[src/rtl/mul_reg_pkg.sv]
`default_nettype none
// ============================================================================
// Module      : mul_reg_pkg
// Description : Shared CPU constants for the ALU, multiplier and product
//               register. A CPU word is 24 bits and a full product is two
//               words wide.
// Revision    : 1.0  initial release
// ============================================================================
package mul_reg_pkg;

    // Width of one CPU data word.
    localparam int CPU_WORD_WIDTH = 24;

    // Full multiplier product width (WIDTH) and its half-word split (HALF).
    localparam int MUL_WIDTH = 2 * CPU_WORD_WIDTH;
    localparam int MUL_HALF  = MUL_WIDTH / 2;

endpackage : mul_reg_pkg
`default_nettype wire

[src/rtl/mul_reg.sv]
`default_nettype none
// ============================================================================
// Module      : mul_reg
// Description : Product register. Captures the multiplier product on every
//               rising clock edge and presents it whole, split into upper and
//               lower CPU words, and as zero / negative status flags. All
//               outputs derive only from the stored value, so changes on
//               WriteData between edges are invisible.
// Revision    : 1.0  initial release
// ============================================================================
module mul_reg
    import mul_reg_pkg::*;
#(
    parameter int WIDTH = MUL_WIDTH
) (
    input  logic [WIDTH-1:0]   WriteData,
    input  logic               Clock,
    output logic [WIDTH-1:0]   ReadData,
    input  logic               Reset,
    output logic [WIDTH/2-1:0] ReadHi,
    output logic [WIDTH/2-1:0] ReadLo,
    output logic               Zero,
    output logic               Negative
);

    localparam int HALF = WIDTH / 2;

    // Stored product; no power-up value until the first reset or write.
    logic [WIDTH-1:0] r_product;

    // Load the product every edge; a synchronous reset wins over the write.
    always_ff @(posedge Clock) begin
        if (Reset) begin
            r_product <= '0;
        end else begin
            r_product <= WriteData;
        end
    end

    // Read views are pure slices of the register, no extension applied.
    assign ReadData = r_product;
    assign ReadHi   = r_product[WIDTH-1:HALF];
    assign ReadLo   = r_product[HALF-1:0];

    // Status flags treat the product as a two's complement number.
    assign Zero     = ~|r_product;
    assign Negative = r_product[WIDTH-1];

endmodule : mul_reg
`default_nettype wire

[config.mk]
export PLATFORM = sky130hd
export DESIGN_NAME = mul_reg
export DESIGN_NICKNAME = d
export VERILOG_FILES = /design/src/rtl/mul_reg_pkg.sv /design/src/rtl/mul_reg.sv
export SDC_FILE = /design/constraint.sdc
export NUM_CORES = 1
export LEC_CHECK = 0
export ABC_CLOCK_PERIOD_IN_PS = 1800
export BUFFER_PORTS_ARGS = -buffer_cell sky130_fd_sc_hd__buf_2
export CORE_AREA = 4 4 97 62
export DETAILED_ROUTE_END_ITERATION = 12
export DIE_AREA = 0 0 101 66
export PLACE_DENSITY_LB_ADDON = 0.1
export SYNTH_ARGS = -nofsm -noshare
export SYNTH_HDL_FRONTEND = slang
export SYNTH_SLANG_ARGS = --single-unit
[constraint.sdc]
create_clock -name Clock -period 1.8 [get_ports Clock]
set_clock_uncertainty 0.1 [all_clocks]
set_input_delay 0.36 -clock Clock [delete_from_list [all_inputs] [get_ports Clock]]
set_output_delay 0.36 -clock Clock [all_outputs]
set_load 0.005 [all_outputs]
# Word level (Yosys, flattened, before mapping)
# Cells that the tools add are included.
# word_totals
wordCells	3
inputBits	50
reg_bits	48
# op_classes
n_reduce_logical	2
# ops
operator	count
48-bit OR reduction	1
1-bit logical NOT	1

# Longest topological paths before layout
# logic_depth
word_depth	2
depth_mapped	3

# Worst setup path before layout
# OpenSTA, ideal clock, no wires.
# synth_path
path_kind	register -> output
startpoint	reg r_product[27] (netlist: ReadData[27])
endpoint	out Zero
arrival_time_ns	0.891
path_stages_with_launch	4
n_path_buf	0
t_required_ns	1.340
path_slack_ns	0.449
cell_sequence	dfxtp_1 nor4_1 nand4_1 nor3_2
# synth_between
elab_chain_len	2
# synth_rtl
item	line	source
start, declared	mul_reg.sv:29	logic [WIDTH-1:0] r_product;
start signal, assigned	mul_reg.sv:36	r_product <= WriteData;
48-bit OR reduction	mul_reg.sv:46	assign Zero = ~|r_product;
1-bit logical NOT	mul_reg.sv:46	
end, declared	mul_reg.sv:22	output logic Zero,
# Every way passes these cells.

# Worst setup path after layout
# layout_path
startpoint	reg r_product[12] (netlist: ReadData[12])
endpoint	out Zero
# The elaborated chain is that of the path after synthesis.

==> key figures <==
Critical path
  – Worst Path Max Fanout: 3
  – CP Launch Type: flop
  – Worst path bufs/invs: 1
  – CP max stage delay: 340 ps
  – Worst-path cell chain: nor4_1 -> nand4_1 -> nor3_2 -> buf_2
  – Critical Path AT: 1430 ps
  – Critical Path End Type: primary output
  – WS Path Type: reg -> out
  – CP max-delay cell: nor4_1
  – CP top delay family: simple AND/OR/NAND/NOR gates
  – Crit path required time: 1340 ps

Finish
  – Storage cell area: 971 um^2
  – Final net count: 317
  – Area taken by multi-input logic gates: 519 um^2
  – Share of layout cells above drive strength 1: 64.6%
  – Max FFs per register: 48
  – Most frequent cells in the layout: buf_2, nor2b_1, dfxtp_1
  – # fillers: 504
  – Ant. Diodes: 0
  – Most common cell after layout, fill and taps aside: buf_2
  – P&R area growth vs syn: 37.3%

Timing
  – Slew HR: 78.6%
  – Final hold vios: 0
  – Min Tclk post-route: 1890 ps
  – Max Clock Freq: 0.530 GHz
  – Final count of negative-setup-slack endpoints: 1
  – Final max-slew violation count: 0
  – RSZ-0062 raised after global routing: true
  – Worst Tran Pin Value: 317 ps
  – Final period util: 105%
  – Final setup margin: -88.5 ps

Synthesis
  – Seq/Total Area, Yosys: 54.5%
  – Unique cell type count in the Yosys netlist: 9
  – Post-Syn Instances: 166
  – Yosys reg bits: 48
  – Synthesized area: 1760 um^2
  – Top post-synthesis cells by area: dfxtp_1, buf_4, nor2b_1, nor4_1, nand4_1
  – Average size of a mapped cell: 10.6 um^2
  – Post-synth top area share: 54.5%
  – Syn_nets: 216
  – Largest area contributor in the netlist: dfxtp_1
  – Syn. warnings: 0

CTS
  – CTS Hold Bufs: 0
  – H-tree levels: 2
  – Clock slew at reported path FFs: 80 ps
  – # clock sinks: 48
  – CTS tree: done
  – Post CTS Setup Buffer Count: 0
  – CTS root buf: clkbuf_8
  – Total CTS buffers: 5
  – Clock Path Buffers: 2

Route
  – Antenna-violating nets left: 0
  – Vias per cell: 4.09
  – Final WL: 4.32 mm
  – Residual DRC: 0
  – Iter 0 DRT Violations: 11
  – Routed wire per std cell: 12.9 um
  – TritonRoute pass-1 iters: 2
  – Via count: 1366

Global route
  – Initial antenna violation count: 0
  – Largest net degree at the start of global routing: 49
  – Vias in the first global route: 1268
  – Total track usage: 12.1%
  – First-pass GRT wire length: 6.15 mm
  – GR Overflow Total: 0

Pwr
  – Power Internal: 1.60 mW
  – Share of power burned in registers: 56.7%
  – Static leakage: 1.26 nW
  – Comb power frac: 12.7%
  – Sw Share: 23.2%
  – Final Power: 2.08 mW
  – P_sw: 0.483 mW
  – Power Dens Cells: 861 nW/um^2
  – VDD IR max: 0.000357 V
  – Clock Power Share: 30.6%

Min path
  – Hold Path Class: in -> reg

Placed design
  – HPWL after detailed placement: 3.32 mm
  – Pre-CTS setup slack: 107 ps
  – I/O Buffers: 147
  – GPL Wtd Cong: 0.689

Floorplanning
  – Number of I/O pins: 148
  – Number of cell rows: 20
  – DIE AREA: 6670 um^2
  – Die Wd: 101 um
  – Core Area: 5030 um^2
  – Initial Util: 35.0%
  – Die Ht: 66 um

Status
  – Status: finished, violations left
  – Failing checks: negative setup slack

Flow run
  – Maxcap violations: 0
## Yosys cell counts
master    number
dfxtp_1       48
nand4_1        3
clkbuf_1       2
nor4_2         1
nor4_1        11
nor2b_1       48
buf_4         49
nor3_2         1
buf_2          3
## metal layers
layer | part of all wire, % | track usage, %
met1 | 39 | 14.3
met2 | 48 | 19.7
met3 | 12 | 4.85
met4 | 1.3 | 4.48
met5 | 0 | 0
## stage by stage
stage / setup TNS, ps / hold slack [ps] / area, um^2 / util [%] / cells
global placement: 0 / 469 / 2210 / 43.9 / 326
global route: -170 / 158 / 2420 / 48.1 / 334
CTS: -116 / 159 / 2340 / 46.4 / 334
floorplan: 0 / 388 / 1760 / - / 166
finish: -88.5 / 173 / 2420 / 48.1 / 334
detailed placement: 0 / 472 / 2210 / 43.9 / 326
## kinds of logic after synthesis
family | after synthesis | share of synthesized area (%)
buf+inv | 54 | 22.2
flops | 48 | 54.5
simple gates | 64 | 23.3
## power groups by stage
stage	sequential (mW)	combinational (mW)	clock (mW)
3_3_place_gp	1.18	0.256	0
4_1_cts	1.17	0.260	0.667
3_5_place_dp	1.19	0.255	0
5_1_grt	1.19	0.294	0.717
2_1_floorplan	1.19	0.150	0
6_report	1.18	0.264	0.637
## layout make-up
class                           instances  share of cell area [%]
Tap cell                               66                    3.41
Timing Repair Buffer                  148                    31.2
Multi-Input combinational cell         64                    21.5
Sequential cell                        48                    40.1
Clock buffer                            8                    3.72
## path summary, 6_finish.rpt
check / from / to / slack, ps / cells after the start
worst min-delay path: WriteData[23] / ReadData[23] / 170 / 2
worst max-delay path: ReadData[12] / Zero / -90 / 4
## repair_timing
| action | 4_1_cts | 5_1_grt |
|---|---|---|
| resized for setup | 7 | 16 |
| pin swaps | 0 | 10 |
| endpoints found under the setup margin | 1 | 1 |
| endpoints found under the hold margin | 0 | 0 |
No activity file was read; power rests on OpenSTA's default activity.
